## config.mk

```make
export PLATFORM = sky130hd
export DESIGN_NAME = reg_decr_skid
export DESIGN_NICKNAME = d
export VERILOG_FILES = /design/src/rtl/reg_decr_skid.sv
export SDC_FILE = /design/constraint.sdc
export NUM_CORES = 1
export LEC_CHECK = 0
export CORE_AREA = 2 2 49 51
export DETAILED_ROUTE_END_ITERATION = 7
export DIE_AREA = 0 0 51 53
export GPL_ROUTABILITY_DRIVEN = 1
export HOLD_SLACK_MARGIN = 0.03
export PLACE_DENSITY_LB_ADDON = 0.2
export SLEW_MARGIN = 40
export SYNTH_ARGS = -nofsm -noshare
export SYNTH_HDL_FRONTEND = slang
export SYNTH_SLANG_ARGS = --single-unit
```

## constraint.sdc

```tcl
create_clock -name clk -period 1.6 [get_ports clk]
set_input_delay 0.32 -clock clk [delete_from_list [all_inputs] [get_ports clk]]
set_output_delay 0.32 -clock clk [all_outputs]
set_load 0.01 [all_outputs]
```

## src/rtl/reg_decr_skid.sv

```systemverilog
// reg_decr_skid: 2-entry skid FIFO that stores each accepted message minus one (mod 2^nbits).
// Latency: one cycle from input handshake to out_val/out_msg; no combinational bypass.
// Backpressure: registered in_rdy, low only while both entries are held; independent of out_rdy.
// Optional feature: define REG_DECR_SKID_UNDERFLOW_EN to enable the sticky underflow flag.
module reg_decr_skid #(
   parameter int nbits = 8
) (
   input  logic             clk,
   input  logic             reset,
   input  logic             in_val,
   output logic             in_rdy,
   input  logic [nbits-1:0] in_msg,
   output logic             out_val,
   input  logic             out_rdy,
   output logic [nbits-1:0] out_msg,
   output logic             underflow
);

   localparam logic [nbits-1:0] ONE = {{(nbits-1){1'b0}}, 1'b1};

   logic [1:0]       count_q, count_d;
   logic             wr_ptr_q, wr_ptr_d;
   logic             rd_ptr_q, rd_ptr_d;
   logic             rdy_q, rdy_d;
   logic [nbits-1:0] mem_q [2];
   logic             enq, deq;

   // Handshakes are taken from registered state only, so neither output path sees in_val/out_rdy.
   assign enq     = in_val & rdy_q;
   assign deq     = out_rdy & out_val;
   assign out_val = (count_q != 2'd0);
   assign out_msg = mem_q[rd_ptr_q];
   assign in_rdy  = rdy_q;

   // Next occupancy and pointers; in_rdy is precomputed from the next occupancy.
   always_comb begin
      count_d  = count_q;
      wr_ptr_d = wr_ptr_q ^ enq;
      rd_ptr_d = rd_ptr_q ^ deq;
      case ({enq, deq})
         2'b10:   count_d = count_q + 2'd1;
         2'b01:   count_d = count_q - 2'd1;
         default: count_d = count_q;
      endcase
      rdy_d = (count_d != 2'd2);
   end

   // Control state; reset drops every stored entry and holds in_rdy low.
   always_ff @(posedge clk) begin
      if (!reset) begin
         count_q  <= 2'd0;
         wr_ptr_q <= 1'b0;
         rd_ptr_q <= 1'b0;
         rdy_q    <= 1'b0;
      end else begin
         count_q  <= count_d;
         wr_ptr_q <= wr_ptr_d;
         rd_ptr_q <= rd_ptr_d;
         rdy_q    <= rdy_d;
      end
   end

   // Message storage is deliberately unreset; the decode happens on the way in.
   always_ff @(posedge clk) begin
      if (enq) begin
         mem_q[wr_ptr_q] <= in_msg - ONE;
      end
   end

`ifdef REG_DECR_SKID_UNDERFLOW_EN
   logic underflow_q;

   // Sticky flag: any accepted zero wraps to all-ones; cleared only by reset.
   always_ff @(posedge clk) begin
      if (!reset) begin
         underflow_q <= 1'b0;
      end else if (enq && (in_msg == '0)) begin
         underflow_q <= 1'b1;
      end
   end

   assign underflow = underflow_q;
`else
   assign underflow = 1'b0;
`endif

endmodule

```

==> results of run 1 <==
==> worst paths after layout <==
kind | start | endpoint | slack [ns] | depth (start not counted)
max | register | out_msg[7] | 0.05 | 3
max reg2reg | count_q[0] | count_q[1] | 0.13 | 5
min reg2reg | count_q[0] | in_rdy | 0.52 | 1
min | count_q[0] | in_rdy | 0.52 | 1
==> cell type report <==
class | count | area, µm²
clock buffers | 4 | 26.28
repair buffers | 36 | 369.1
well taps | 28 | 35.03
fillers | 173 | 745.7
multi-input cells | 45 | 349.1
inverters | 5 | 18.77
flip-flops and latches | 22 | 604.3
==> power by group through the flow <==
stage                     combinational [mW]  clock, mW  sequential, mW
final                                  0.678      0.254           0.761
after global routing                   0.742      0.286           0.772
after CTS                              0.612      0.263           0.762
after detailed placement               0.677          0           0.767
after global placement                 0.667          0           0.762
after floorplan                        0.327          0           0.753
==> repair_timing <==
item	4_1_cts	5_1_grt
setup endpoints to repair	9	8
buffers inserted	0	0
resized for setup	36	8
==> layer usage <==
layer / share of wire [%] / global-route usage (%) / up-vias
met2: 52 / 28.35 / 16
met4: 2.2 / 9.009 / 0
met5: 0 / 0 / -
li1: - / - / 328
met1: 41 / 14.60 / 300
met3: 4.9 / 3.390 / 4
==> cells in the mapped netlist, types with 2 or more instances <==
library cell	n	area [µm²]
dfxtp_1	6	120.1
o21ai_0	2	10.01
nor2_1	4	15.01
nand2_1	3	11.26
xnor2_1	5	43.79
ha_1	4	50.05
xor2_1	5	43.79
inv_1	5	18.77
mux2_2	8	90.09
edfxtp_1	16	480.5
nor2b_1	3	18.77
==> worst max-delay path, cell delays in order, from the launching register on <==
cell     delay [ns]
dfxtp_2        0.36
buf_12         0.12
mux2_2         0.34
buf_6          0.12
==> through the flow <==
stage                     hold WS, ns  setup WS, ns
final                          0.5221       0.04829
after global routing           0.5486     -0.008775
after CTS                      0.5227       0.02311
after detailed placement       0.5237       -0.1425
after global placement         0.5177      -0.09648
after floorplan                0.4417        0.1576
==> kinds of logic (layout without fill, tap and decap cells) <==
| group | count (synthesis) | count (layout) | share of synthesized area, % |
|---|---|---|---|
| buf+inv | 7 | 45 | 3.065 |
| simple gates | 17 | 17 | 8.813 |
| fa+ha+maj | 4 | 4 | 5.109 |
| xor+xnor | 10 | 10 | 8.940 |
| compound gates | 5 | 5 | 3.193 |
| flops | 22 | 22 | 61.30 |
| other cells | 1 | 1 | 0.3828 |
| mux | 8 | 8 | 9.196 |
==> sequential cells by signal (all words and copies together) (netlist names), named ones only <==
signal    flops
count_q       2
in_rdy        1
mem_q        16
rd_ptr_q      1
wr_ptr_q      1
==> summary.md, run 1 <==
| Metric | Value |
|---|---|
| Status | complete, no violations |
| CTS Buf Count | 3 |
| Clock root buffer | clkbuf_4 |
| CP arrival | 1.23 ns |
| Post-Synthesis Cells | 74 |
| Vias | about 650 |
| Minimum clock period | 1.552 ns |
| Slew Limit Fails | 0 |
| VDD IR-drop max | 710.0 µV |
| Final hold violations | 0 |
| CORE AREA | 2148 µm² |
| Total power | 1.694 mW |
| Maximum number of pins on one net before global-route repair | 13 |
| Die area | 2703 µm² |
| Combinational Power Share | 40.0% |
| Clock Sinks | 22 |
| Finished Core Util | 65.29% |
| Sequential area share after synthesis | 61.30% |
| Worst-Skew Late Latency | 0.30 ns |
| # nets final | 129 |
| Final instance area | 1403 µm² |
| Initial antenna violation count | 0 |
| Worst-case clock buffer depth | 2 |
| Port-buffer cells | 21 |
| Req. time, crit path | ~1.3 ns |
| Worst setup path class | reg -> out |
| Ys flop type | edfxtp_1 |
| Hold-fix buffers, CTS | 0 |
| Std cell rows | 17 |
| Vias in the first global route | between 700 and 800 |
| #FFs+latches synth | 22 |
| CTS tree | yes |
| Clk_skew | about 0.0084 ns |
| Switch share | between 20% and 30% |
| Initial core utilization | 45.60% |
| # diodes | 0 |
| Worst Path Max Fanout | 8 |
| Leak | approximately 0.57 nW |
| RSZ-0062 raised after global routing | yes |
| Mapped Area | 979.7 µm² |
| Async S/R FF share, synth | 0% |
| Die height | 53 µm |
| Sequential Power Share | 44.9% |
| Final TNS setup | 0 ns |
| Syn Area/Cell | 13.24 µm² |
| Non-Filler Instances | 140 |
| Layout cells sized above 1 | 33.93% |
| Most common cell after layout, fill and taps aside | edfxtp_1 |
| Layout area overhead | 43.17% |
| Gr ovfl total | 0 |
| First-pass GRT wire length | 2898 µm |
| Iter 0 DRT Violations | 3 |
| Tcrit/Tclk final | 96.98% |
| Drt wl/cell | 11.56 µm |
| Power share of the clock group | 15.0% |
| Final wirelength | 1618 µm |
| Clock slew at reported path FFs | 0.12 ns |
| Max-cap violations | 0 |
| Die width | 51 µm |
| Syn. warnings | 0 |
| Most frequent cells in the layout | 16 x edfxtp_1, 12 x clkdlybuf4s50_1, 12 x buf_4 |
| Ports | 23 |
| Worst setup EP type | output port |
| GRT Util Overall | between 10% and 20% |
| Final setup vio count | 0 |
| DRC viols | 0 |
| Hpwl dp | 1252 µm |
| Peak Freq | between 600 and 700 MHz |
| Distinct cells, synth | 24 |
| First drt pass iteration count | 2 |
| Post-Syn Nets | 90 |
| Net switching power | 0.4664 mW |
| Pint | 1.227 mW |
| CP Launch Type | register |
| Detail-routed via count per cell | 4.629 |
| CTS H-Tree Depth | 1 |
| HP Class | reg -> reg |
| DRT antenna net count | 0 |
| # placed instances | 136 |
| Placed cell areas | 1364 µm² |
| EDFF count, synth | 16 |
| RePlAce Congestion | ~0.77 |
| Pwr Density | 1207 nW/µm² |
Power figures use the tool's default switching activity.
==> inputs of run 2 (changes only) <==
- CORE_AREA: 2 2 49 51 -> 2 2 47 81
- DIE_AREA: 0 0 51 53 -> 0 0 49 83
- TNS_END_PERCENT: not set -> 20
==> run 2 against run 1 <==
Against the previous run:
- die area rose by 50%
- total power rose by 3.2%
- clock skew fell by 0.0055 ns
- utilization fell by 25 points
- wire length rose by 9.1%
- maximum frequency rose by 3.6%
- critical path type unchanged
==> summary.md, run 2 (same netlist as run 1, synthesis figures left out) <==
| Metric | Value |
|---|---|
| Status | complete, no violations (unchanged) |
| Final Hold Slack | 0.5146 ns (was 0.5221 ns) |
| Setup ws final | 0.1026 ns (was 0.04829 ns) |
| Final TNS setup | 0 ns (unchanged) |
| CP arrival | 1.18 ns (was 1.23 ns) |
| Clock Sinks | 22 (unchanged) |
| Multi-input gate area | 349.1 µm² (unchanged) |
| Combinational Power Share | 34.7% (was 40.0%) |
| Worst setup path class | reg -> out (unchanged) |
| Drt wl/cell | 11.24 µm (was 11.56 µm) |
| Vias | 669 (was 648) |
| Power share of the clock group | 21.7% (was 15.0%) |
| Ports | 23 (unchanged) |
| Worst-Skew Late Latency | 0.25 ns (was 0.30 ns) |
| CTS tree | yes (unchanged) |
| Clock root buffer | clkbuf_8 (was clkbuf_4) |
| Clk_skew | 0.002850 ns (was 0.008399 ns) |
| Vias in the first global route | 711 (was 733) |
| Hpwl dp | 1441 µm (was 1252 µm) |
| Initial antenna violation count | 0 (unchanged) |
| Max reg flops | 16 (unchanged) |
| Top flop regs | mem_q x16, count_q x2 (unchanged) |
| Pwr Density | 1269 nW/µm² (was 1207 nW/µm²) |
| Most frequent cells in the layout | 16 x edfxtp_1, 14 x buf_4, 12 x clkdlybuf4s50_1 (was 16 x edfxtp_1, 12 x clkdlybuf4s50_1, 12 x buf_4) |
| Layout area overhead | 40.61% (was 43.17%) |
| CP Launch Type | register (unchanged) |
| Initial core utilization | 28.83% (was 45.60%) |
| CTS H-Tree Depth | 1 (unchanged) |
| Crit path buffers/inverters | 2 (unchanged) |
| Port-buffer cells | 21 (unchanged) |
| Die height | 83 µm (was 53 µm) |
| Req. time, crit path | 1.28 ns (about the same) |
| Final instance area | 1378 µm² (was 1403 µm²) |
| Largest register by flop count | mem_q (unchanged) |
| Clock slew at reported path FFs | 0.07 ns (was 0.12 ns) |
| Maximum number of pins on one net before global-route repair | 13 (unchanged) |
| Register Area | 604.3 µm² (unchanged) |
| Place WS | -0.1581 ns (was -0.1425 ns) |
| Placed cell areas | 1360 µm² (was 1364 µm²) |
| Tcrit/Tclk final | 93.58% (was 96.98%) |
| # nets final | 129 (unchanged) |
| Sequential Power Share | 43.6% (was 44.9%) |
| Worst Path Max Fanout | 8 (unchanged) |
| Hold-fix buffers, CTS | 0 (unchanged) |
| # diodes | 0 (unchanged) |
| Max-cap violations | 0 (unchanged) |
| Final setup vio count | 0 (unchanged) |
| RSZ-0062 raised after global routing | no (was yes) |
| Finished Core Util | 40.54% (was 65.29%) |
| Pint | 1.282 mW (was 1.227 mW) |
| CP peak stage delay | 0.34 ns (was 0.36 ns) |
| DRT antenna net count | 0 (unchanged) |
| Final hold violations | 0 (unchanged) |
| CORE AREA | 3398 µm² (was 2148 µm²) |
| Iter 0 DRT Violations | 9 (was 3) |
| CTS Buf Count | 3 (unchanged) |
| HP Class | reg -> reg (unchanged) |
| Setup bufs post-CTS | 0 (unchanged) |
| Final wirelength | 1765 µm (was 1618 µm) |
| DRC viols | 0 (unchanged) |
| Net switching power | 0.4654 mW (was 0.4664 mW) |
| Detail-routed via count per cell | 4.261 (was 4.629) |
| Most common cell after layout, fill and taps aside | edfxtp_1 (unchanged) |
| Critical path's slowest cell | dfxtp_2 (unchanged) |
| First-pass GRT wire length | 3056 µm (was 2898 µm) |
| Leak | 0.5569 nW (was 0.5666 nW) |
| Peak Freq | 667.8 MHz (was 644.5 MHz) |
| RePlAce Congestion | 0.7129 (was 0.7681) |
| Gr ovfl total | 0 (unchanged) |
| Switch share | 26.63% (was 27.54%) |
| Slew Limit Fails | 0 (unchanged) |
| Std cell rows | 28 (was 17) |
| HP Start | count_q[0] (unchanged) |
| Die area | 4067 µm² (was 2703 µm²) |
| Worst-case clock buffer depth | 2 (unchanged) |
| Top cell family by delay on the critical path | flip-flops (unchanged) |
| Critical Path, Cell by Cell | buf_12 > mux2_2 > buf_2 (was buf_12 > mux2_2 > buf_6) |
| Die width | 49 µm (was 51 µm) |
| First drt pass iteration count | 4 (was 2) |
| Worst setup EP type | output port (unchanged) |
| VDD IR-drop max | 715.3 µV (was 710.0 µV) |
| Layout cells sized above 1 | 34.82% (was 33.93%) |
| Reg2Reg Launch Point | count_q[0] (unchanged) |
| Fillers | 344 (was 173) |
| Minimum clock period | 1.497 ns (was 1.552 ns) |
| GRT Util Overall | 9.758% (was 14.93%) |
## run 2: cell count changes in the layout (fill, tap and decap cells not counted)
cell and delta:
clkbuf_8 +4, buf_6 -8, clkbuf_1 -1, clkbuf_4 -3, clkbuf_2 +2, buf_12 -2, buf_2 +6, buf_4 +2
## run 2: metal layers
layer | vias up | GRT usage, % | wire length [µm]
met5 | - | 0 | 0
li1 | 331 | - | -
met2 | 14 | 19.55 | 1059
met1 | 322 | 8.746 | 613
met4 | 0 | 4.675 | 19
met3 | 2 | 1.978 | 72
## run 2: what timing repair did
action,in CTS,in global routing
gates resized for setup,31,3
cloned,0,0
pin swaps,0,0
setup endpoints to repair,9,3
## run 2: through the flow
stage	total power, mW	std cells
floorplan	1.080	74
global placement	1.435	153
detailed placement	1.457	153
CTS	1.792	157
global route	1.861	157
finish	1.748	157
## run 2: worst paths after layout
path	slack (ns)	cells after the start	end
setup reg to reg	0.12	4	count_q[1]
hold / removal	0.51	1	in_rdy
hold reg to reg	0.51	1	in_rdy
setup / recovery	0.10	3	out_msg[1]
## run 2: worst reg2reg max path, cell delays in order (launching register included)
cell and delay, ns:
dfxtp_2 0.36, o21a_2 0.22, ha_1 0.34, or3_1 0.36, a21boi_1 0.13
## run 2: final cells by class
class,count,area share (%)
Multi-Input combinational cell,45,25.34
Inverter,5,1.362
Timing Repair Buffer,36,21.34
Tap cell,45,4.087
Sequential cell,22,43.87
Clock buffer,4,3.996
## run 2: power groups by stage
stage	clock network (mW)	registers (mW)	logic (mW)
after CTS	0.394	0.763	0.634
after global routing	0.416	0.771	0.674
final	0.379	0.762	0.607
after detailed placement	0	0.770	0.687
after global placement	0	0.765	0.670
after floorplan	0	0.753	0.327
==> inputs of run 3 (changes only) <==
- PLACE_DENSITY_LB_ADDON: 0.2 -> 0.1
==> run 3 against run 2 <==
Against the previous run:
- first-iteration DRC count decreased by 33%
- clock power shrank 11%
- highest routed layer unchanged
- cell area rose by 0.18%
- flip-flop and latch count stayed put
- cell count decreased by 1.3%
- wire length down 3.2%
- non-clock buffer count down 2
- largest cell class unchanged
- via count fell by 3.6%
- global-route usage decreased by 0.68 points
==> summary.md, run 3 (same netlist as run 1, synthesis figures left out) <==
| Metric | Value |
|---|---|
| CTS H-Tree Depth | 1 (unchanged) |
| DRC viols | 0 (unchanged) |
| HP Class | reg -> reg (unchanged) |
| Most common cell after layout, fill and taps aside | edfxtp_1 (unchanged) |
| Most frequent cells in the layout | 16 x edfxtp_1, 12 x clkdlybuf4s50_1, 10 x buf_4 (was 16 x edfxtp_1, 14 x buf_4, 12 x clkdlybuf4s50_1) |
| RePlAce Congestion | 0.6880 (was 0.7129) |
| CORE AREA | 3398 µm² (unchanged) |
| Max reg flops | 16 (unchanged) |
| Iter 0 DRT Violations | 6 (was 9) |
| Place WS | -0.1577 ns (was -0.1581 ns) |
| # nets final | 127 (was 129) |
| DRT antenna net count | 0 (unchanged) |
| Gr ovfl total | 0 (unchanged) |
| Tcrit/Tclk final | 93.47% (was 93.58%) |
| Die area | 4067 µm² (unchanged) |
| Setup ws final | 0.1045 ns (was 0.1026 ns) |
| Die width | 49 µm (unchanged) |
| Ports | 23 (unchanged) |
| Port-buffer cells | 21 (unchanged) |
| CP arrival | 1.67 ns (was 1.18 ns) |
| HP Start | count_q[1] (was count_q[0]) |
| Final Hold Slack | 0.5265 ns (was 0.5146 ns) |
| Top flop regs | mem_q x16, count_q x2 (unchanged) |
| Minimum clock period | 1.496 ns (was 1.497 ns) |
| Clock root buffer | clkbuf_8 (unchanged) |
| Peak Freq | 668.7 MHz (was 667.8 MHz) |
| Final instance area | 1380 µm² (was 1378 µm²) |
| Vias | 645 (was 669) |
| Leak | 0.5582 nW (was 0.5569 nW) |
| # diodes | 0 (unchanged) |
| Placed cell areas | 1370 µm² (was 1360 µm²) |
| Status | complete, no violations (unchanged) |
| Clock slew at reported path FFs | 0.07 ns (about the same) |
| Layout cells sized above 1 | 31.82% (was 34.82%) |
| Worst Path Max Fanout | 2 (was 8) |
| CTS Buf Count | 3 (unchanged) |
| Initial core utilization | 28.83% (unchanged) |
| Vias in the first global route | 686 (was 711) |
| Fillers | 354 (was 344) |
| Largest register by flop count | mem_q (unchanged) |
| Die height | 83 µm (unchanged) |
| Maximum number of pins on one net before global-route repair | 13 (unchanged) |
| Max-cap violations | 0 (unchanged) |
| First-pass GRT wire length | 2829 µm (was 3056 µm) |
| Clock Sinks | 22 (unchanged) |
| Final setup vio count | 0 (unchanged) |
| Final TNS setup | 0 ns (unchanged) |
| RSZ-0062 raised after global routing | no (unchanged) |
| Final hold violations | 0 (unchanged) |
| Worst setup EP type | register (was output port) |
| Hpwl dp | 1453 µm (was 1441 µm) |
| Setup bufs post-CTS | 0 (unchanged) |
| Worst setup path class | in -> reg (was reg -> out) |
| Std cell rows | 28 (unchanged) |
| Req. time, crit path | 1.78 ns (was 1.28 ns) |
| VDD IR-drop max | 497.6 µV (was 715.3 µV) |
| Reg2Reg Launch Point | count_q[1] (was count_q[0]) |
| First drt pass iteration count | 3 (was 4) |
| CP Launch Type | input pin (was register) |
| Clk_skew | 0.006639 ns (was 0.002850 ns) |
| Slew Limit Fails | 0 (unchanged) |
| Initial antenna violation count | 0 (unchanged) |
| Worst-case clock buffer depth | 2 (unchanged) |
| Origin of the worst setup path | out_rdy |
| CTS tree | yes (unchanged) |
| Detail-routed via count per cell | 4.161 (was 4.261) |
| Final wirelength | 1709 µm (was 1765 µm) |
| Worst-Skew Late Latency | 0.25 ns (about the same) |
| Pwr Density | 1238 nW/µm² (was 1269 nW/µm²) |
| Drt wl/cell | 11.03 µm (was 11.24 µm) |
| Total power | 1.709 mW (was 1.748 mW) |
| GRT Util Overall | 9.074% (was 9.758%) |
| Hold-fix buffers, CTS | 0 (unchanged) |
| Layout area overhead | 40.87% (was 40.61%) |
==> run 3: changes by cell type in the layout (fill, tap and decap cells not counted) <==
cell and change:
buf_2 -5, clkbuf_8 -1, clkbuf_1 +1, dlygate4sd2_1 -1, buf_12 +2, clkbuf_2 +5
buf_4 -4, dlymetal6s2s_1 +1, dfxtp_1 +1, dfxtp_2 -1
==> run 3: timing repair <==
item / in CTS / in global routing
pin swaps: 0 / 0
gates cloned: 0 / 0
resized for setup: 20 / 8
endpoints found under the setup margin: 9 / 8
==> run 3: power by group <==
group	leakage (nW)	internal, mW	switching (mW)	total [mW]
Combinational	0.338	0.371	0.254	0.624
Clock	0.0228	0.177	0.160	0.336
Sequential	0.197	0.707	0.0407	0.748
==> run 3: final cells by class <==
type	count	area (µm²)	area share, %
flip-flops and latches	22	603.1	43.70
clock buffers	4	45.04	3.264
well taps	45	56.30	4.080
repair buffers	34	307.8	22.30
multi-input cells	45	349.1	25.29
inverters	5	18.77	1.360
==> run 3: per-stage QoR <==
step | instances | utilization [%]
2_1_floorplan | 74 | -
3_3_place_gp | 151 | 40.32
3_5_place_dp | 151 | 40.32
4_1_cts | 155 | 41.57
5_1_grt | 155 | 40.61
6_report | 155 | 40.61
==> run 3: worst paths after layout <==
| check | to | slack (ns) | cells after the start |
|---|---|---|---|
| worst max-delay path | count_q[1] | 0.10 | 6 |
| worst min register to register | count_q[1] | 0.53 | 2 |
| worst min-delay path | count_q[1] | 0.53 | 2 |
| worst max register to register | count_q[1] | 0.17 | 5 |
==> run 3: critical path, cell delays in order <==
cell,delay [ns]
clkdlybuf4s50_1,0.41
o21a_2,0.13
ha_1,0.23
xnor2_1,0.14
or3_1,0.31
a21boi_1,0.14
==> run 3: layer usage <==
layer	share of wire [%]	track usage [%]	up-vias
met2	61	17.93	15
met1	35	8.585	305
met3	3.2	1.259	2
met4	1.5	4.675	0
li1	-	-	323
met5	0	0	-
